`src/rtl/dmem_arbiter_pkg.sv`:
```
// Shared defaults and FSM encodings for the data-memory arbiter.
package dmem_arbiter_pkg;

    localparam int unsigned DEF_ADDR_W = 8;
    localparam int unsigned DEF_DATA_W = 32;

    // 2'd3 is unused; the FSM decodes it as IDLE.
    typedef enum logic [1:0] {
        ST_IDLE   = 2'd0,
        ST_ACCESS = 2'd1,
        ST_DONE   = 2'd2
    } state_t;

endpackage

```
`src/rtl/dmem_arbiter_rr_arb2.sv`:
```
// Two-way round-robin pick: a lone request wins, a tie goes to the port that did not win last.
module rr_arb2 (
    input  logic [1:0] i_req,
    input  logic       i_last,
    output logic [1:0] o_win_c
);

    always_comb begin
        o_win_c = 2'b00;
        case (i_req)
            2'b01:   o_win_c = 2'b01;
            2'b10:   o_win_c = 2'b10;
            2'b11:   o_win_c = i_last ? 2'b01 : 2'b10;
            default: o_win_c = 2'b00;
        endcase
    end

endmodule

```
`src/rtl/dmem_arbiter.sv`:
```
// Round-robin arbiter sharing data_memory between the CPU port (0) and the loader port (1).
// One access per grant: gnt (IDLE) -> strobe (ACCESS) -> done (DONE).
module dmem_arbiter
    import dmem_arbiter_pkg::*;
#(
    parameter int unsigned ADDR_W = DEF_ADDR_W,
    parameter int unsigned DATA_W = DEF_DATA_W
) (
    input  logic              clk,
    input  logic              rst,

    input  logic              r0_req,
    input  logic              r0_we,
    input  logic [ADDR_W-1:0] r0_addr,
    input  logic [DATA_W-1:0] r0_wdata,
    output logic              r0_gnt,
    output logic              r0_done,
    output logic [DATA_W-1:0] r0_rdata,

    input  logic              r1_req,
    input  logic              r1_we,
    input  logic [ADDR_W-1:0] r1_addr,
    input  logic [DATA_W-1:0] r1_wdata,
    output logic              r1_gnt,
    output logic              r1_done,
    output logic [DATA_W-1:0] r1_rdata,

    output logic [ADDR_W-1:0] mem_addr,
    output logic [DATA_W-1:0] mem_wdata,
    output logic              mem_read,
    output logic              mem_write,
    input  logic [DATA_W-1:0] mem_rdata
);

    state_t            r_state;
    state_t            w_state_nxt;
    logic              r_last;
    logic              r_owner;
    logic [1:0]        r_done;
    logic [DATA_W-1:0] r_rdata [2];
    logic [ADDR_W-1:0] r_mem_addr;
    logic [DATA_W-1:0] r_mem_wdata;
    logic              r_mem_read;
    logic              r_mem_write;

    logic [1:0]        w_req;
    logic [1:0]        w_win;
    logic [1:0]        w_gnt;
    logic              w_load;
    logic [ADDR_W-1:0] w_sel_addr;
    logic [DATA_W-1:0] w_sel_wdata;
    logic              w_sel_we;

    assign w_req = {r1_req, r0_req};

    rr_arb2 u_rr_arb2 (
        .i_req   (w_req),
        .i_last  (r_last),
        .o_win_c (w_win)
    );

    assign w_sel_addr  = w_win[1] ? r1_addr  : r0_addr;
    assign w_sel_wdata = w_win[1] ? r1_wdata : r0_wdata;
    assign w_sel_we    = w_win[1] ? r1_we    : r0_we;

    always_ff @(posedge clk) begin
        if (rst) begin
            r_state <= ST_IDLE;
        end else begin
            r_state <= w_state_nxt;
        end
    end

    // Grants only leave IDLE; reset suppresses any grant in the same cycle.
    always_comb begin
        w_state_nxt = r_state;
        w_gnt       = 2'b00;
        w_load      = 1'b0;
        case (r_state)
            ST_ACCESS: w_state_nxt = ST_DONE;
            ST_DONE:   w_state_nxt = ST_IDLE;
            default: begin
                w_state_nxt = ST_IDLE;
                if (|w_win) begin
                    w_gnt       = w_win;
                    w_load      = 1'b1;
                    w_state_nxt = ST_ACCESS;
                end
            end
        endcase
        if (rst) begin
            w_gnt       = 2'b00;
            w_load      = 1'b0;
            w_state_nxt = ST_IDLE;
        end
    end

    // Command stage, completion pulse and per-port read-data capture.
    always_ff @(posedge clk) begin
        if (rst) begin
            r_last      <= 1'b1;
            r_owner     <= 1'b0;
            r_done      <= 2'b00;
            r_rdata[0]  <= '0;
            r_rdata[1]  <= '0;
            r_mem_addr  <= '0;
            r_mem_wdata <= '0;
            r_mem_read  <= 1'b0;
            r_mem_write <= 1'b0;
        end else begin
            r_mem_read  <= 1'b0;
            r_mem_write <= 1'b0;
            r_done      <= 2'b00;
            if (w_load) begin
                r_mem_addr  <= w_sel_addr;
                r_mem_wdata <= w_sel_wdata;
                r_mem_write <= w_sel_we;
                r_mem_read  <= ~w_sel_we;
                r_owner     <= w_win[1];
                r_last      <= w_win[1];
            end
            if (r_state == ST_ACCESS) begin
                r_done[r_owner] <= 1'b1;
                if (r_mem_read) begin
                    r_rdata[r_owner] <= mem_rdata;
                end
            end
        end
    end

    assign r0_gnt    = w_gnt[0];
    assign r1_gnt    = w_gnt[1];
    assign r0_done   = r_done[0];
    assign r1_done   = r_done[1];
    assign r0_rdata  = r_rdata[0];
    assign r1_rdata  = r_rdata[1];
    assign mem_addr  = r_mem_addr;
    assign mem_wdata = r_mem_wdata;
    assign mem_read  = r_mem_read;
    assign mem_write = r_mem_write;

endmodule

```
`config.mk`:
```
export PLATFORM = sky130hd
export DESIGN_NAME = dmem_arbiter
export DESIGN_NICKNAME = d
export VERILOG_FILES = /design/src/rtl/dmem_arbiter_pkg.sv /design/src/rtl/dmem_arbiter_rr_arb2.sv /design/src/rtl/dmem_arbiter.sv
export SDC_FILE = /design/constraint.sdc
export NUM_CORES = 1
export LEC_CHECK = 0
export ABC_AREA = 1
export CAP_MARGIN = 20
export CORE_MARGIN = 2
export CORE_UTILIZATION = 35
export DETAILED_ROUTE_END_ITERATION = 8
export PLACE_DENSITY_LB_ADDON = 0.2
export SLEW_MARGIN = 20
export SYNTH_ARGS = -nofsm -noshare
export SYNTH_HDL_FRONTEND = slang
export SYNTH_SLANG_ARGS = --single-unit
```
`constraint.sdc`:
```
create_clock -name clk -period 2.25 [get_ports clk]
set_clock_uncertainty 0.2 [all_clocks]
set_input_delay 0.225 -clock clk [delete_from_list [all_inputs] [get_ports clk]]
set_output_delay 0.225 -clock clk [all_outputs]
set_load 0.02 [all_outputs]
```
==> flow_summary.yaml <==
outcome:
  run_status: "complete, no violations"
power:
  swShare: 0.2796
  seqPwrFrac: 0.471
  worst_ir_drop_vdd_uv: 345.1
  power_frac_clock: 0.305
  power_density_mw_per_mm2: 680.4
  combinationalPowerShare: 0.224
  intPower_uw: 3685
  power_uw: 5115
  leakage_uw: 0.003511
  p_sw_uw: 1431
clocking:
  postCtsHoldBufs: 0
  clock_latency_ps: 340
  cts_tree: "done"
  cts_made_buffers: 9
  cts.sinks: 112
  root_buffer: "clkbuf_16"
  clock_path_buffers: 2
  htreeDepth: 3
  path_clk_slew_ps: 70
yosys:
  yosys_warnings: 0
  synth_area_per_cell_um2: 8.640
  syn-num-nets: 669
  ys_seq_area_frac: 0.6078
  synth_area_leaders: "edfxtp_1 41%, dfxtp_1 20%, nand2_1 10%"
  synth_cell_types: 20
  synth_top_area_frac: 0.4052
  yosys.area.top_type: "edfxtp_1"
  ys_ff_latch: 112
  syn_inst: 549
  synth_area_mm2: 0.004743
drt:
  vias: 4199
  wl_per_cell_um: 12.46
  vias_per_cell: 4.401
  routed_wl_um: 11880
  drt_iter0_drc: 191
  ant_nets: 0
  drc: 0
  dr.pass1.iters: 4
finish:
  fillers: 1176
  drive_gt1_frac: 0.04370
  syn_to_final_growth_pct: 58.51
  finalNetCount: 893
  num_antenna_cells: 0
  final_core_util: 0.5677
  final_cells: 954
sta:
  rsz0062_at_grt: "false"
  slew_headroom: 0.6871
  worst_pin_slew_ps: 469.4
  setup_viol: 0
  drv_slew: 0
  max_freq_mhz: 487.0
  period_needed_ps: 2053
  final.setup.tns_ps: 0
  hold_slack_ps: 270.0
  hold_violations: 0
  fin_crit_sh: 0.9126
floorplanning:
  start_util: 0.3582
  die_area_mm2: 0.01450
  die_x_um: 120.4
  coreArea_mm2: 0.01324
  rows: 42
  ios: 228
  die_h_um: 120.4
setup_path:
  cp.required_ps: 1820
  setup.worst_path.end_class: "output pin"
  path_max_fanout: 3
  ff2ff_setup_slack_ps: 300
  r2r_start: "r_state[1]"
  critPathKind: "register to output pin"
  crit_arrival_ps: 1630
  cp-start-kind: "register"
  r2r.worst_path.cells: 9
  r2r_end: "mem_wdata[5]"
placed_design:
  gp_congestion: 0.7909
  dp_hpwl_um: 8678
  port_buffers: 227
  place_inst: 938
global_routing:
  grt_max_degree: 45
  grt.overflow.total: 0
  grtUsageTotal: 0.1612
  grt_pass1_vias: 3954
  grt_antenna_before_repair: 0
  grt_pass1_wl_um: 18890
hold_path:
  hold_path_class: "register to register"
  min_from: "mem_wdata[23]"
  hold_depth: 2
  hold_path_end: "mem_wdata[23]"
flow_run:
  max_cap_viol_count: 0
Yosys cell counts:
| master | number |
|---|---|
| inv_1 | 118 |
| a21oi_1 | 1 |
| nand3_1 | 80 |
| buf_2 | 20 |
| dfxtp_1 | 48 |
| ha_1 | 2 |
| nand2_2 | 1 |
| buf_4 | 2 |
| nand2_1 | 130 |
| nor2_8 | 1 |
| a21o_1 | 1 |
| nor2_2 | 1 |
| buf_6 | 4 |
| inv_4 | 1 |
| o21ai_0 | 3 |
| nor2_1 | 69 |
| inv_2 | 1 |
| a21oi_2 | 1 |
| and3_1 | 1 |
| edfxtp_1 | 64 |
power groups by stage:
stage | Clock, uW | Combinational [uW] | Sequential [uW]
after floorplan | 0 | 336 | 2650
after global placement | 0 | 1150 | 2440
after detailed placement | 0 | 1160 | 2450
after CTS | 1610 | 1160 | 2410
after global routing | 1690 | 1240 | 2430
final | 1560 | 1150 | 2410
flip-flops by register name (all words and copies together), names as in the netlist:
signal,flops
r_owner,1
r_last,1
mem_wdata,32
r_state,2
mem_addr,8
r_rdata,64
mem_write,1
mem_read,1
r_done,2
per-layer routing:
| metal | track usage | wire length, um | vias up |
|---|---|---|---|
| li1 | - | - | 2113 |
| met1 | 0.2050 | 5086 | 1892 |
| met2 | 0.2620 | 5424 | 180 |
| met3 | 0.04717 | 1213 | 14 |
| met4 | 0.05596 | 159 | 0 |
| met5 | 0 | 0 | - |
what timing repair did:
action	4_1_cts	5_1_grt
endpoints found under the setup margin	2	0
gates resized for setup	2	0
buffers inserted	0	0
critical path, cell delays in order, from the launching register on:
cell	delay, ps
dfxtp_1	310
inv_1	50
ha_1	280
nand2_2	100
nor2_8	100
nand2_1	80
inv_1	50
dlygate4sd2_1	330
final cells by class:
cell class                      count  area, um2  share of cell area
Clock buffer                        9      225.2             0.02996
Clock inverter                      7      72.57            0.009652
Inverter                          120      452.9             0.06024
Multi-Input combinational cell    291       1255              0.1669
Sequential cell                   112       2883              0.3834
Tap cell                          176      220.2             0.02929
Timing Repair Buffer              239       2410              0.3205
kinds of logic (layout without fill, tap and decap cells):
family / after synthesis / in the layout / share of synthesized area
fa+ha+maj: 2 / 2 / 0.005275
flops: 112 / 112 / 0.6078
compound gates: 6 / 6 / 0.007649
simple gates: 283 / 283 / 0.2501
buf+inv: 146 / 375 / 0.1293
stage by stage:
step           instance area, um2  setup slack, ps
2_1_floorplan                4743            7.496
3_3_place_gp                 7223            69.23
3_5_place_dp                 7223            59.48
4_1_cts                      7518            156.4
5_1_grt                      7518            60.88
6_report                     7518            196.7
worst max path at each step:
stage / cells past startpoint / slack (ps) / start / endpoint
2_1_floorplan: 6 / 7 / r_state[1] / r_rdata[1][0]
6_report: 7 / 200 / r_state[1] / r1_gnt
3_3_place_gp: 6 / 70 / r0_req / r1_gnt
3_5_place_dp: 6 / 60 / r0_req / r1_gnt
4_1_cts: 5 / 160 / r_state[1] / r0_gnt
5_1_grt: 7 / 60 / r_state[1] / r1_gnt
cells in the final DEF, fill, tap and decap left out, types with 2 or more instances in the layout:
| cell type | synthesis | routed |
|---|---|---|
| clkdlybuf4s50_1 | 0 | 225 |
| nand2_1 | 130 | 130 |
| inv_1 | 118 | 118 |
| nand3_1 | 80 | 80 |
| nor2_1 | 69 | 69 |
| edfxtp_1 | 64 | 64 |
| dfxtp_1 | 48 | 48 |
| clkbuf_16 | 0 | 9 |
| buf_4 | 2 | 8 |
| buf_12 | 0 | 4 |
| o21ai_0 | 3 | 3 |
| inv_8 | 0 | 3 |
| ha_1 | 2 | 2 |
| dlygate4sd2_1 | 0 | 2 |
Power figures use the tool's default switching activity.
